**src/rtl/mem_arbiter_pkg.sv**
```systemverilog
// Shared types and constants for the round-robin SRAM client-port arbiter.
// Optional downstream ack timeout is enabled by defining MEM_ARB_TIMEOUT_EN.
package mem_arb_pkg;

  typedef enum logic [1:0] {
    IDLE = 2'd0,
    BUSY = 2'd1,
    RESP = 2'd2
  } state_t;

  localparam logic [15:0] DEAD_WORD = 16'hDEAD;

  localparam int DEF_ADR_W  = 18;
  localparam int DEF_DATA_W = 16;
  localparam int DEF_SEL_W  = 2;

endpackage

```
**src/rtl/mem_arbiter_if.sv**
```systemverilog
// Requester-side and ram-side signals of mem_arbiter bundled in one interface.
// The err flag exists only when MEM_ARB_TIMEOUT_EN is defined.
interface mem_arbiter_if #(
  parameter int NREQ   = 3,
  parameter int ADR_W  = mem_arb_pkg::DEF_ADR_W,
  parameter int DATA_W = mem_arb_pkg::DEF_DATA_W,
  parameter int SEL_W  = mem_arb_pkg::DEF_SEL_W
);

  logic [NREQ-1:0]        r_req;
  logic [NREQ*ADR_W-1:0]  r_adr;
  logic [NREQ-1:0]        r_write;
  logic [NREQ*SEL_W-1:0]  r_sel;
  logic [NREQ*DATA_W-1:0] r_wdata;
  logic [NREQ-1:0]        r_ack;
  logic [DATA_W-1:0]      r_rdata;

  logic [ADR_W-1:0]       d_adr;
  logic                   d_req;
  logic                   d_write;
  logic [SEL_W-1:0]       d_sel;
  logic [DATA_W-1:0]      d_wdata;
  logic                   d_ack;
  logic [DATA_W-1:0]      d_rdata;

  logic [NREQ-1:0]        grant;
  logic                   busy;
`ifdef MEM_ARB_TIMEOUT_EN
  logic                   err;
`endif

  // The arbiter takes the slave view because requesters initiate every transaction.
  modport slave (
    input  r_req, r_adr, r_write, r_sel, r_wdata, d_ack, d_rdata,
    output r_ack, r_rdata, d_adr, d_req, d_write, d_sel, d_wdata, grant, busy
`ifdef MEM_ARB_TIMEOUT_EN
    , output err
`endif
  );

  modport master (
    output r_req, r_adr, r_write, r_sel, r_wdata, d_ack, d_rdata,
    input  r_ack, r_rdata, d_adr, d_req, d_write, d_sel, d_wdata, grant, busy
`ifdef MEM_ARB_TIMEOUT_EN
    , input err
`endif
  );

endinterface

```
**src/rtl/mem_arbiter_rr_pick.sv**
```systemverilog
// Combinational round-robin picker: first set request above 'last', wrapping.
module rr_pick #(
  parameter int NREQ  = 3,
  parameter int IDX_W = $clog2(NREQ)
) (
  input  logic [NREQ-1:0]  req,
  input  logic [IDX_W-1:0] last,
  output logic [NREQ-1:0]  onehot,
  output logic [IDX_W-1:0] idx
);

  logic             found;
  logic [IDX_W-1:0] cand;

  // Scan last+1 .. last+NREQ so the previous winner is considered last.
  always_comb begin
    onehot = '0;
    idx    = '0;
    found  = 1'b0;
    cand   = '0;
    for (int i = 1; i <= NREQ; i++) begin
      cand = IDX_W'((int'(last) + i) % NREQ);
      if (!found && req[cand]) begin
        found        = 1'b1;
        onehot[cand] = 1'b1;
        idx          = cand;
      end
    end
  end

endmodule

```
**src/rtl/mem_arbiter.sv**
```systemverilog
// Round-robin arbiter sharing one SRAM client port among NREQ requesters.
// Define MEM_ARB_TIMEOUT_EN to abort stalled transactions after TIMEOUT busy cycles.
module mem_arbiter
  import mem_arb_pkg::*;
#(
  parameter int NREQ    = 3,
  parameter int ADR_W   = DEF_ADR_W,
  parameter int DATA_W  = DEF_DATA_W,
  parameter int SEL_W   = DEF_SEL_W,
  parameter int TIMEOUT = 255
) (
  input logic          clk,
  input logic          rst,
  mem_arbiter_if.slave bus
);

  localparam int IDX_W = $clog2(NREQ);

  state_t            state_q, state_d;
  logic [IDX_W-1:0]  last_q, last_d, gidx_q, gidx_d;
  logic [NREQ-1:0]   grant_q, grant_d, ack_q, ack_d;
  logic [DATA_W-1:0] rdata_q, rdata_d, wdata_q, wdata_d;
  logic [ADR_W-1:0]  adr_q, adr_d;
  logic [SEL_W-1:0]  sel_q, sel_d;
  logic              write_q, write_d, req_q, req_d, busy_q, busy_d;
  logic [NREQ-1:0]   pick_onehot;
  logic [IDX_W-1:0]  pick_idx;

`ifdef MEM_ARB_TIMEOUT_EN
  localparam int CNT_W = ($clog2(TIMEOUT + 1) > 8) ? $clog2(TIMEOUT + 1) : 8;
  logic [CNT_W-1:0] cnt_q, cnt_d;
  logic             err_q, err_d;
`else
  logic unused_timeout;
  assign unused_timeout = (TIMEOUT > 0);
`endif

  rr_pick #(.NREQ(NREQ), .IDX_W(IDX_W)) u_pick (
    .req    (bus.r_req),
    .last   (last_q),
    .onehot (pick_onehot),
    .idx    (pick_idx)
  );

  always_comb begin
    state_d = state_q;
    last_d  = last_q;
    gidx_d  = gidx_q;
    grant_d = grant_q;
    ack_d   = ack_q;
    rdata_d = rdata_q;
    wdata_d = wdata_q;
    adr_d   = adr_q;
    sel_d   = sel_q;
    write_d = write_q;
    req_d   = req_q;
    busy_d  = busy_q;
`ifdef MEM_ARB_TIMEOUT_EN
    cnt_d   = cnt_q;
    err_d   = err_q;
`endif
    case (state_q)
      IDLE: begin
        if (|bus.r_req) begin
          adr_d   = bus.r_adr[int'(pick_idx)*ADR_W +: ADR_W];
          write_d = bus.r_write[pick_idx];
          sel_d   = bus.r_sel[int'(pick_idx)*SEL_W +: SEL_W];
          wdata_d = bus.r_wdata[int'(pick_idx)*DATA_W +: DATA_W];
          req_d   = 1'b1;
          grant_d = pick_onehot;
          gidx_d  = pick_idx;
          busy_d  = 1'b1;
          state_d = BUSY;
`ifdef MEM_ARB_TIMEOUT_EN
          cnt_d   = '0;
`endif
        end
      end
      BUSY: begin
        // A real ack takes precedence over a timeout landing in the same cycle.
        if (bus.d_ack) begin
          req_d   = 1'b0;
          ack_d   = grant_q;
          rdata_d = bus.d_rdata;
          last_d  = gidx_q;
          state_d = RESP;
        end
`ifdef MEM_ARB_TIMEOUT_EN
        else if (cnt_q == CNT_W'(TIMEOUT - 1)) begin
          req_d   = 1'b0;
          ack_d   = grant_q;
          rdata_d = DATA_W'(DEAD_WORD);
          last_d  = gidx_q;
          err_d   = 1'b1;
          state_d = RESP;
        end else begin
          cnt_d = cnt_q + 1'b1;
        end
`endif
      end
      RESP: begin
        ack_d   = '0;
        grant_d = '0;
        busy_d  = 1'b0;
        state_d = IDLE;
      end
      default: begin
        state_d = IDLE;
      end
    endcase
  end

  always_ff @(posedge clk or posedge rst) begin
    if (rst) begin
      state_q <= IDLE;
      last_q  <= IDX_W'(NREQ - 1);
      gidx_q  <= '0;
      grant_q <= '0;
      ack_q   <= '0;
      rdata_q <= '0;
      wdata_q <= '0;
      adr_q   <= '0;
      sel_q   <= '0;
      write_q <= 1'b0;
      req_q   <= 1'b0;
      busy_q  <= 1'b0;
`ifdef MEM_ARB_TIMEOUT_EN
      cnt_q   <= '0;
      err_q   <= 1'b0;
`endif
    end else begin
      state_q <= state_d;
      last_q  <= last_d;
      gidx_q  <= gidx_d;
      grant_q <= grant_d;
      ack_q   <= ack_d;
      rdata_q <= rdata_d;
      wdata_q <= wdata_d;
      adr_q   <= adr_d;
      sel_q   <= sel_d;
      write_q <= write_d;
      req_q   <= req_d;
      busy_q  <= busy_d;
`ifdef MEM_ARB_TIMEOUT_EN
      cnt_q   <= cnt_d;
      err_q   <= err_d;
`endif
    end
  end

  assign bus.r_ack   = ack_q;
  assign bus.r_rdata = rdata_q;
  assign bus.d_adr   = adr_q;
  assign bus.d_req   = req_q;
  assign bus.d_write = write_q;
  assign bus.d_sel   = sel_q;
  assign bus.d_wdata = wdata_q;
  assign bus.grant   = grant_q;
  assign bus.busy    = busy_q;
`ifdef MEM_ARB_TIMEOUT_EN
  assign bus.err     = err_q;
`endif

endmodule

```
**src/flat_wrapper.sv**
```systemverilog
// flat-port wrapper written by rule: the top's interface ports become plain ports
module mem_arbiter_flat import mem_arb_pkg::*;
#(
  parameter int NREQ    = 3,
  parameter int ADR_W   = DEF_ADR_W,
  parameter int DATA_W  = DEF_DATA_W,
  parameter int SEL_W   = DEF_SEL_W,
  parameter int TIMEOUT = 255
)
  (clk, rst, bus_r_req, bus_r_adr, bus_r_write, bus_r_sel, bus_r_wdata, bus_d_ack, bus_d_rdata, bus_r_ack, bus_r_rdata, bus_d_adr, bus_d_req, bus_d_write, bus_d_sel, bus_d_wdata, bus_grant, bus_busy);
  mem_arbiter_if #(.NREQ(NREQ), .ADR_W(ADR_W), .DATA_W(DATA_W), .SEL_W(SEL_W)) bus_i ();
  input logic clk;
  input logic rst;
  input wire logic [$bits(bus_i.r_req)-1:0] bus_r_req;
  input wire logic [$bits(bus_i.r_adr)-1:0] bus_r_adr;
  input wire logic [$bits(bus_i.r_write)-1:0] bus_r_write;
  input wire logic [$bits(bus_i.r_sel)-1:0] bus_r_sel;
  input wire logic [$bits(bus_i.r_wdata)-1:0] bus_r_wdata;
  input wire logic [$bits(bus_i.d_ack)-1:0] bus_d_ack;
  input wire logic [$bits(bus_i.d_rdata)-1:0] bus_d_rdata;
  output wire logic [$bits(bus_i.r_ack)-1:0] bus_r_ack;
  output wire logic [$bits(bus_i.r_rdata)-1:0] bus_r_rdata;
  output wire logic [$bits(bus_i.d_adr)-1:0] bus_d_adr;
  output wire logic [$bits(bus_i.d_req)-1:0] bus_d_req;
  output wire logic [$bits(bus_i.d_write)-1:0] bus_d_write;
  output wire logic [$bits(bus_i.d_sel)-1:0] bus_d_sel;
  output wire logic [$bits(bus_i.d_wdata)-1:0] bus_d_wdata;
  output wire logic [$bits(bus_i.grant)-1:0] bus_grant;
  output wire logic [$bits(bus_i.busy)-1:0] bus_busy;
  assign bus_i.r_req = bus_r_req;
  assign bus_i.r_adr = bus_r_adr;
  assign bus_i.r_write = bus_r_write;
  assign bus_i.r_sel = bus_r_sel;
  assign bus_i.r_wdata = bus_r_wdata;
  assign bus_i.d_ack = bus_d_ack;
  assign bus_i.d_rdata = bus_d_rdata;
  assign bus_r_ack = bus_i.r_ack;
  assign bus_r_rdata = bus_i.r_rdata;
  assign bus_d_adr = bus_i.d_adr;
  assign bus_d_req = bus_i.d_req;
  assign bus_d_write = bus_i.d_write;
  assign bus_d_sel = bus_i.d_sel;
  assign bus_d_wdata = bus_i.d_wdata;
  assign bus_grant = bus_i.grant;
  assign bus_busy = bus_i.busy;
  mem_arbiter #(.NREQ(NREQ), .ADR_W(ADR_W), .DATA_W(DATA_W), .SEL_W(SEL_W), .TIMEOUT(TIMEOUT)) u_core (.clk(clk), .rst(rst), .bus(bus_i));
endmodule
```
**config.mk**
```make
export PLATFORM = sky130hd
export DESIGN_NAME = mem_arbiter_flat
export DESIGN_NICKNAME = d
export VERILOG_FILES = /design/src/rtl/mem_arbiter_pkg.sv /design/src/rtl/mem_arbiter_if.sv /design/src/rtl/mem_arbiter_rr_pick.sv /design/src/rtl/mem_arbiter.sv /design/src/flat_wrapper.sv
export SDC_FILE = /design/constraint.sdc
export NUM_CORES = 1
export LEC_CHECK = 0
export CAP_MARGIN = 20
export CORE_MARGIN = 1
export CORE_UTILIZATION = 36
export DETAILED_ROUTE_END_ITERATION = 6
export PLACE_DENSITY = 0.88
export SKIP_LAST_GASP = 1
export SYNTH_ARGS = -nofsm -noshare
export SYNTH_HDL_FRONTEND = slang
export SYNTH_HIERARCHICAL = 1
export SYNTH_SLANG_ARGS = --single-unit
```
**constraint.sdc**
```tcl
create_clock -name clk -period 2.5 [get_ports clk]
set_input_delay 0.375 -clock clk [delete_from_list [all_inputs] [get_ports clk]]
set_output_delay 0.375 -clock clk [all_outputs]
set_load 0.01 [all_outputs]
```
==> impl_metrics.csv, run 1 <==
group,metric,value,unit
setup_path,critPathCaptureType,"register",
sta,worstMarginPinSlew,0.609,ns
synth,syn-num-nets,420,
sta,fin_crit_sh,103,%
power_and_ir_drop,power_frac_comb,63.8,%
sta,hold_violations,0,
sta,worst_slack,-0.0672,ns
sta,rsz0062_at_grt,"yes",
sta,maxSlewHeadroom,59.3,%
placement,port_buffers,193,
placement,place_congestion,0.782,
setup_path,crit_path_max_fanout,7,
power_and_ir_drop,internal_power,5.34,mW
setup_path,startpoint_type,"register",
floorplanning,die_height,104,um
setup_path,slowest_stage,"dfstp_2",
finish,n_fill_cell,785,
detailed_routing,vias,3164,
finish,final_design_area_no_fill,6350,um2
global_route,antenna_found_initial,0,
status,violations,"negative setup slack",
synth,netlist_area,3730,um2
synth,yosysSeqAreaShare,45.0,%
power_and_ir_drop,p_leak,2.67,nW
detailed_routing,drt_iter0_markers,60,
sta,skew,0.0133,ns
detailed_routing,drt_wl_total,10600,um
global_route,grt-ovfl-total,0,
setup_path,crit_arrival,2.80,ns
setup_path,criticalPathCategory,"reg2reg",
power_and_ir_drop,pwr-share-clk,12.3,%
detailed_routing,drt-vias-per-instance,4.99,
sta,period_needed,2.57,ns
power_and_ir_drop,p_sw_share,34.9,%
sta,setup_viol,28,
min_path,hp-class,"in2async",
global_route,grt_pass1_wl,16400,um
finish,final_util,64.1,%
power_and_ir_drop,total_power,8.20,mW
synth,ys_types,37,
finish,nets,633,
clocking,clock-sinks,67,
flow_run,maxCapViolCount,0,
placement,hpwl,7500,um
floorplanning,core,9910,um2
detailed_routing,firstDrtPassIters,4,
finish,multi_input_comb_area,1960,um2
power_and_ir_drop,p_seq_share,23.8,%
placement,dpl_cell_area,5960,um2
floorplanning,io_pins,194,
status,outcome,"finished with violations",
power_and_ir_drop,max-vdd-ir-drop,0.652,mV
floorplanning,rows,36,
clocking,clk_pin_slew,0.08,ns
finish,area_growth,70.2,%
setup_path,crit_chain,"ha_4 > and3b_2 > a2111oi_4 > a21oi_2 > o22ai_4 > buf_6 > buf_12 > mux2i_1 > o2bb2ai_1 > mux2_4",
sta,slew_violations,0,
clocking,cts_tree,"done",
power_and_ir_drop,cellPowerDensity,1290,nW/um2
global_route,grt_start_max_net_pins,44,
global_route,grt_pass1_vias,3375,
clocking,root_buffer,"clkbuf_8",
setup_path,critPathMaxStageDelay,0.58,ns
global_route,track_usage,19.2,%
setup_path,reg2reg_setup_slack,-0.07,ns
floorplanning,dieWidth,104,um
setup_path,critPathRequiredTime,2.73,ns
clocking,numCtsBuffers,9,
clocking,clock_path_buffers,2,
sta,fmax,390,MHz
power_and_ir_drop,switching_power,2.87,mW
clocking,clock_latency,0.34,ns
finish,layout-drive-gt1-share,23.4,%
synth,synth_seq_cells,67,
setup_path,cp_num_buf_inv,2,
synth,yosysWarnings,6,
floorplanning,start_util,37.6,%
detailed_routing,drc_errors,0,
detailed_routing,routedWlPerCell,16.7,um
synth,synth_area_per_cell,13.2,um2
clocking,cts_max_level,3,
finish,antenna_cells,0,
finish,regArea,1680,um2
floorplanning,die_area,10800,um2
setup_path,critical_path.top_delay_family,"compound AO/OA/AOI/OAI gates",
synth,syn-instance-count,283,
detailed_routing,ant_nets,0,
==> cells in the final DEF, fill, tap and decap left out, types with 2 or more instances in the layout <==
cell / instances
nand2b_1: 3
a22o_1: 5
a21oi_1: 2
inv_6: 2
o2bb2ai_1: 37
clkbuf_16: 2
mux2_4: 34
ha_1: 3
buf_4: 15
dfrtp_1: 66
nand2_1: 10
buf_6: 3
mux2_2: 24
bufinv_16: 2
buf_12: 8
inv_1: 8
clkdlybuf4s50_1: 193
mux2i_1: 41
clkbuf_8: 9
nand3b_1: 2
o21ai_0: 3
==> cells by family after synthesis <==
kind of cell	count (synthesis)	synth area share (%)
fa+ha+maj	4	1.34
flops	67	45.0
compound gates	59	13.6
simple gates	24	3.46
buf+inv	28	4.19
mux	101	32.5
==> registers in the layout, summed over array words and instances (netlist names), 3 cells and up <==
| signal | cells |
|---|---|
| u_core/bus.d_wdata | 16 |
| u_core/bus.r_rdata | 16 |
| u_core/bus.d_adr | 18 |
| u_core/bus.grant | 3 |
| u_core/bus.r_ack | 3 |
==> power groups by stage <==
stage	Sequential, mW	Clock [mW]	Combinational, mW
final	1.96	1.01	5.23
after global routing	2.03	1.09	5.57
after CTS	1.96	1.04	4.88
after detailed placement	1.97	0	4.86
after global placement	1.95	0	4.69
after floorplan	2.16	0	2.76
==> synth_stat cells <==
| library cell | n | share of area [%] |
|---|---|---|
| a21bo_2 | 1 | 0.27 |
| nand2_1 | 10 | 1.0 |
| o21ai_1 | 1 | 0.13 |
| o41ai_2 | 1 | 0.44 |
| dfrtp_1 | 66 | 44 |
| clkbuf_1 | 4 | 0.40 |
| mux2_4 | 34 | 14 |
| mux2_2 | 24 | 7.2 |
| buf_4 | 2 | 0.40 |
| o21a_1 | 1 | 0.20 |
| o221ai_1 | 1 | 0.23 |
| dfstp_2 | 1 | 0.70 |
| o21bai_1 | 1 | 0.20 |
| or2b_1 | 1 | 0.20 |
| inv_1 | 9 | 0.91 |
| buf_2 | 5 | 0.67 |
| o21ai_0 | 3 | 0.40 |
| mux2i_1 | 43 | 12 |
| o21ai_4 | 1 | 0.44 |
| ha_1 | 4 | 1.3 |
| nand2b_1 | 3 | 0.50 |
| and2b_1 | 1 | 0.20 |
| nor2_2 | 1 | 0.17 |
| a22o_1 | 5 | 1.2 |
| and3b_1 | 1 | 0.23 |
| nor2_1 | 1 | 0.10 |
| buf_6 | 5 | 1.5 |
| buf_1 | 3 | 0.30 |
| nor2b_1 | 2 | 0.34 |
| a221oi_1 | 1 | 0.23 |
| a2111oi_2 | 1 | 0.40 |
| o2bb2ai_1 | 37 | 8.7 |
| o22ai_1 | 2 | 0.34 |
| nor3_1 | 1 | 0.13 |
| or3_1 | 1 | 0.17 |
| nand3b_1 | 2 | 0.40 |
| a21oi_1 | 3 | 0.40 |
==> stage by stage <==
stage / setup TNS (ns) / setup slack [ns] / hold WS, ns / cells
final: -0.980 / -0.0672 / 0.440 / 634
after detailed placement: -4.43 / -0.148 / 0.470 / 610
after global placement: -2.59 / -0.0834 / 0.463 / 610
after floorplan: 0 / 0.0242 / 0.475 / 283
after CTS: -0.771 / -0.0456 / 0.440 / 626
after global routing: -3.70 / -0.142 / 0.473 / 634
==> area by class of cell <==
type	instances	share of cell area (%)
Inverter	9	0.532
Sequential cell	67	26.4
Multi-Input combinational cell	188	30.9
Clock buffer	9	1.95
Tap cell	133	2.62
Timing Repair Buffer	221	36.0
Clock inverter	7	1.56
==> per-layer routing <==
layer | routed length, um | up-vias | track usage (%)
li1 | - | 1480 | -
met1 | 4330 | 1539 | 21.3
met2 | 5500 | 135 | 35.0
met3 | 655 | 10 | 5.10
met4 | 120 | 0 | 7.14
met5 | 0 | - | 0
==> final timing paths <==
kind / start / endpoint / cells after the start
hold reg to reg: u_core/bus.busy / u_core/bus.busy / 2
max in group asynchronous: rst / u_core/bus.d_wdata[11] / 3
hold / removal: rst / u_core/bus.busy / 2
setup reg to reg: u_core/last_q[1] / u_core/bus.d_adr[13] / 10
setup / recovery: u_core/last_q[1] / u_core/bus.d_adr[13] / 10
min in group clk: u_core/bus.busy / u_core/bus.busy / 2
==> timing repair <==
item / CTS / global route
pin swaps: 1 / 18
hold buffers: 0 / 0
setup endpoints to repair: 37 / 37
buffers inserted: 0 / 5
gates resized for setup: 1 / 10
cloned: 0 / 3
Note: power is estimated with default switching activity, not from simulation.
==> run 2: changes to the inputs <==
- SKIP_LAST_GASP: 1 -> not set
==> impl_metrics.csv, run 2 (synthesized netlist as in run 1, its figures left out) <==
group,metric,value,unit
status,outcome,"finished with violations",
status,violations,"negative setup slack",
global_route,antenna_found_initial,0,
detailed_routing,vias,3156,
placement,dpl_cell_area,5960,um2
detailed_routing,ant_nets,0,
finish,final_cell_mix,"clkdlybuf4s50_1 (193), dfrtp_1 (66), mux2i_1 (41), o2bb2ai_1 (37), mux2_4 (34)",
floorplanning,dieWidth,104,um
clocking,clock_latency,0.34,ns
setup_path,criticalPathCategory,"reg2reg",
global_route,track_usage,19.2,%
clocking,cts_max_level,3,
finish,final_common_cell,"clkdlybuf4s50_1",
global_route,busiest_layer,"met2",
placement,place_congestion,0.782,
power_and_ir_drop,p_leak,2.67,nW
detailed_routing,drt_iter0_markers,63,
clocking,ctsHoldBuffers,0,
placement,hpwl,7500,um
global_route,use_met1,21.3,%
sta,setup_viol,28,
clocking,clock-sinks,67,
sta,skew,0.0133,ns
detailed_routing,firstDrtPassIters,4,
clocking,cts_tree,"done",
global_route,use_met2,35.0,%
sta,slew_violations,0,
clocking,clk_pin_slew,0.08,ns
sta,rsz0062_at_grt,"yes",
clocking,numCtsBuffers,9,
sta,period_needed,2.56,ns
sta,fin_crit_sh,103,%
floorplanning,die_height,104,um
finish,nets,633,
setup_path,crit_chain,"ha_4 > and3b_2 > a2111oi_4 > a21oi_2 > o22ai_4 > buf_6 > clkbuf_16 > mux2i_1 > o2bb2ai_1 > mux2_4",
finish,antenna_cells,0,
sta,fmax,390,MHz
floorplanning,die_area,10800,um2
sta,hold_violations,0,
sta,fin_hold_ws,0.439,ns
power_and_ir_drop,cellPowerDensity,1290,nW/um2
sta,worstMarginPinSlew,0.609,ns
setup_path,critPathMaxStageDelay,0.58,ns
detailed_routing,drt-vias-per-instance,4.98,
setup_path,startpoint_type,"register",
flow_run,maxCapViolCount,0,
global_route,grt_pass1_vias,3375,
finish,area_growth,70.4,%
placement,port_buffers,193,
clocking,clock_path_buffers,2,
sta,fin_tns_setup,-0.946,ns
floorplanning,rows,36,
detailed_routing,drc_errors,0,
detailed_routing,drt_wl_total,10600,um
setup_path,crit_arrival,2.79,ns
setup_path,critPathRequiredTime,2.73,ns
sta,worst_slack,-0.0633,ns
global_route,grt_start_max_net_pins,44,
floorplanning,core,9910,um2
sta,maxSlewHeadroom,59.3,%
floorplanning,start_util,37.6,%
min_path,hp-class,"in2async",
setup_path,cp_num_buf_inv,2,
global_route,globalRouteMet3Util,5.10,%
clocking,root_buffer,"clkbuf_8",
setup_path,slowest_stage,"dfstp_2",
setup_path,critical_path.top_delay_family,"compound AO/OA/AOI/OAI gates",
setup_path,critPathCaptureType,"register",
finish,largest_register_ffs,18,
detailed_routing,routedWlPerCell,16.7,um
setup_path,crit_path_max_fanout,6,
finish,layout-drive-gt1-share,23.4,%
floorplanning,io_pins,194,
finish,final_design_area_no_fill,6360,um2
global_route,grt-ovfl-total,0,
global_route,grt_pass1_wl,16400,um
power_and_ir_drop,max-vdd-ir-drop,0.651,mV
==> run 2: report_power, final <==
part / leakage, nW / internal (mW) / switching, mW
combinational: 1.76 / 3.15 / 2.10
clock: 0.110 / 0.568 / 0.442
sequential: 0.807 / 1.63 / 0.323
total: 2.67 / 5.35 / 2.87
==> run 2: worst paths after layout <==
path                             startpoint                     end  slack [ns]  cells after the start
min in group clk            u_core/bus.busy         u_core/bus.busy        0.49                      2
max in group asynchronous               rst  u_core/bus.d_wdata[11]        1.48                      3
setup / recovery           u_core/last_q[1]   u_core/bus.d_wdata[4]       -0.06                     10
hold reg to reg             u_core/bus.busy         u_core/bus.busy        0.49                      2
setup reg to reg           u_core/last_q[1]   u_core/bus.d_wdata[4]       -0.06                     10
hold / removal                          rst         u_core/bus.busy        0.44                      2
==> run 2: per-stage QoR <==
step / total power, mW / std cells / util (%) / worst slack (ns)
2_1_floorplan: 4.91 / 283 / - / 0.0242
3_3_place_gp: 6.64 / 610 / 60.2 / -0.0834
3_5_place_dp: 6.83 / 610 / 60.2 / -0.148
4_1_cts: 7.88 / 626 / 62.4 / -0.0456
5_1_grt: 8.70 / 634 / 64.1 / -0.142
6_report: 8.22 / 634 / 64.1 / -0.0633
==> run 2: layout make-up <==
type	instances	area, um2
Tap cell	133	166
Fill cell	782	3550
Timing Repair Buffer	221	2300
Clock buffer	9	124
Clock inverter	7	98.8
Inverter	9	33.8
Multi-Input combinational cell	188	1960
Sequential cell	67	1680
==> run 2: per-layer routing <==
| layer | routed length (um) | vias up | share of wire, % |
|---|---|---|---|
| met3 | 657 | 10 | 6.2 |
| met1 | 4350 | 1532 | 41 |
| met5 | 0 | - | 0 |
| met4 | 120 | 0 | 1.1 |
| met2 | 5470 | 135 | 52 |
| li1 | - | 1479 | - |
==> run 2: repair_timing <==
| item | 4_1_cts | 5_1_grt |
|---|---|---|
| endpoints found under the setup margin | 37 | 37 |
| setup buffers | 0 | 5 |
| resized for setup | 1 | 12 |
| pin swaps | 1 | 18 |
| gates cloned | 0 | 3 |
==> run 3: changes to the inputs <==
- ABC_CLOCK_PERIOD_IN_PS: not set -> 2300
- SKIP_CTS_REPAIR_TIMING: not set -> 1
- clock period: 2.5 -> 2.3 ns (I/O delays scaled with it)
==> impl_metrics.csv, run 3 (synthesized netlist as in run 1, its figures left out) <==
group,metric,value,unit
finish,largest_register_ffs,18,
detailed_routing,drt_wl_total,11500,um
setup_path,reg2reg_setup_slack,-0.27,ns
floorplanning,core,9910,um2
sta,setup_viol,37,
sta,fmax,389,MHz
detailed_routing,vias,3278,
setup_path,critPathRequiredTime,2.52,ns
clocking,clock_latency,0.33,ns
sta,skew,0.00724,ns
sta,fin_crit_sh,112,%
power_and_ir_drop,max-vdd-ir-drop,0.783,mV
clocking,numCtsBuffers,9,
sta,maxSlewHeadroom,76.1,%
clocking,root_buffer,"clkbuf_8",
power_and_ir_drop,cellPowerDensity,1400,nW/um2
setup_path,criticalPathCategory,"reg2reg",
global_route,track_usage,20.7,%
placement,port_buffers,193,
detailed_routing,maxUsedRoutingLayer,"met4",
setup_path,critPathCaptureType,"register",
detailed_routing,met2_length,5820,um
floorplanning,die_area,10800,um2
floorplanning,start_util,37.6,%
detailed_routing,drt_iter0_markers,89,
finish,nets,644,
global_route,grt_pass1_vias,3611,
detailed_routing,dr_wl_met3,873,um
detailed_routing,ant_nets,0,
placement,preCtsSetupSlack,-0.447,ns
finish,antenna_cells,0,
detailed_routing,firstDrtPassIters,4,
sta,worstMarginPinSlew,0.358,ns
global_route,grt_start_max_net_pins,68,
detailed_routing,drt-vias-per-instance,5.08,
setup_path,crit_arrival,2.79,ns
floorplanning,die_height,104,um
clocking,cts_max_level,3,
sta,period_needed,2.57,ns
finish,area_growth,74.1,%
floorplanning,io_pins,194,
detailed_routing,met1Wirelength,4590,um
sta,fin_hold_ws,0.405,ns
setup_path,r2r-end,"u_core/bus.d_adr[6]",
sta,slew_violations,0,
placement,place_congestion,0.886,
finish,final_cell_mix,"clkdlybuf4s50_1 (193), dfrtp_1 (66), o2bb2ai_1 (37), mux2_4 (35), mux2i_1 (32)",
clocking,clk_pin_slew,0.08,ns
global_route,grt_pass1_wl,17800,um
setup_path,crit_path_max_fanout,7,
sta,fin_tns_setup,-7.66,ns
flow_run,maxCapViolCount,0,
finish,layout-drive-gt1-share,27.3,%
global_route,antenna_found_initial,0,
clocking,clock_path_buffers,2,
setup_path,r2r-start,"u_core/last_q[1]",
floorplanning,dieWidth,104,um
sta,worst_slack,-0.268,ns
clocking,cts_tree,"done",
power_and_ir_drop,total_power,9.11,mW
placement,hpwl,8250,um
setup_path,startpoint_type,"register",
sta,hold_violations,0,
setup_path,r2r_cells,11,
min_path,hp-class,"in2async",
detailed_routing,drc_errors,0,
global_route,grt-ovfl-total,0,
sta,rsz0062_at_grt,"yes",
clocking,clock-sinks,67,
power_and_ir_drop,p_leak,2.73,nW
finish,final_common_cell,"clkdlybuf4s50_1",
floorplanning,rows,36,
detailed_routing,routedWlPerCell,17.8,um
status,outcome,"finished with violations",
status,violations,"negative setup slack",
==> run 3: area by class of cell <==
class / count / area (um2)
flip-flops and latches: 67 / 1680
repair buffers: 232 / 2390
fillers: 753 / 3410
clock buffers: 11 / 141
inverters: 9 / 33.8
multi-input cells: 188 / 2030
clock inverters: 5 / 52.6
well taps: 133 / 166
==> run 3: power by group <==
group / internal, mW / switching, mW / leakage (nW) / total (mW)
Combinational: 3.64 / 2.38 / 1.82 / 6.02
Sequential: 1.78 / 0.338 / 0.807 / 2.11
Clock: 0.525 / 0.451 / 0.0991 / 0.977
==> run 3: worst max path at each step <==
stage | start | to | slack [ns] | depth (start not counted)
2_1_floorplan | u_core/last_q[1] | u_core/bus.d_adr[10] | -0.15 | 10
3_3_place_gp | bus_r_req[1] | u_core/bus.d_wdata[3] | -0.33 | 9
3_5_place_dp | bus_r_req[1] | u_core/bus.d_wdata[3] | -0.45 | 9
4_1_cts | u_core/last_q[1] | u_core/bus.d_wdata[3] | -0.39 | 9
5_1_grt | u_core/last_q[1] | u_core/bus.d_adr[7] | -0.36 | 11
6_report | u_core/last_q[1] | u_core/bus.d_adr[6] | -0.27 | 11
==> run 3: stage by stage <==
step / utilization (%) / instance area, um2 / std cells
after floorplan: - / 3770 / 283
after detailed placement: 60.9 / 6030 / 619
after global routing: 65.5 / 6490 / 645
after CTS: 62.8 / 6230 / 635
final: 65.5 / 6490 / 645
after global placement: 60.9 / 6030 / 619
==> run 3: worst max-delay path: stages (launching register included) <==
cell and delay [ns]:
dfstp_2 0.57, ha_2 0.22, and3b_2 0.24, a2111oi_4 0.22, a21oi_2 0.10, o22ai_4 0.16
buf_6 0.13, buf_12 0.12, buf_12 0.13, mux2i_4 0.21, o2bb2ai_1 0.07, mux2_4 0.28
==> run 3: per-layer routing <==
layer	vias to the layer above	global-route usage, %
met1	1614	23.4
met5	-	0
li1	1503	-
met4	0	7.24
met2	142	37.0
met3	19	5.98
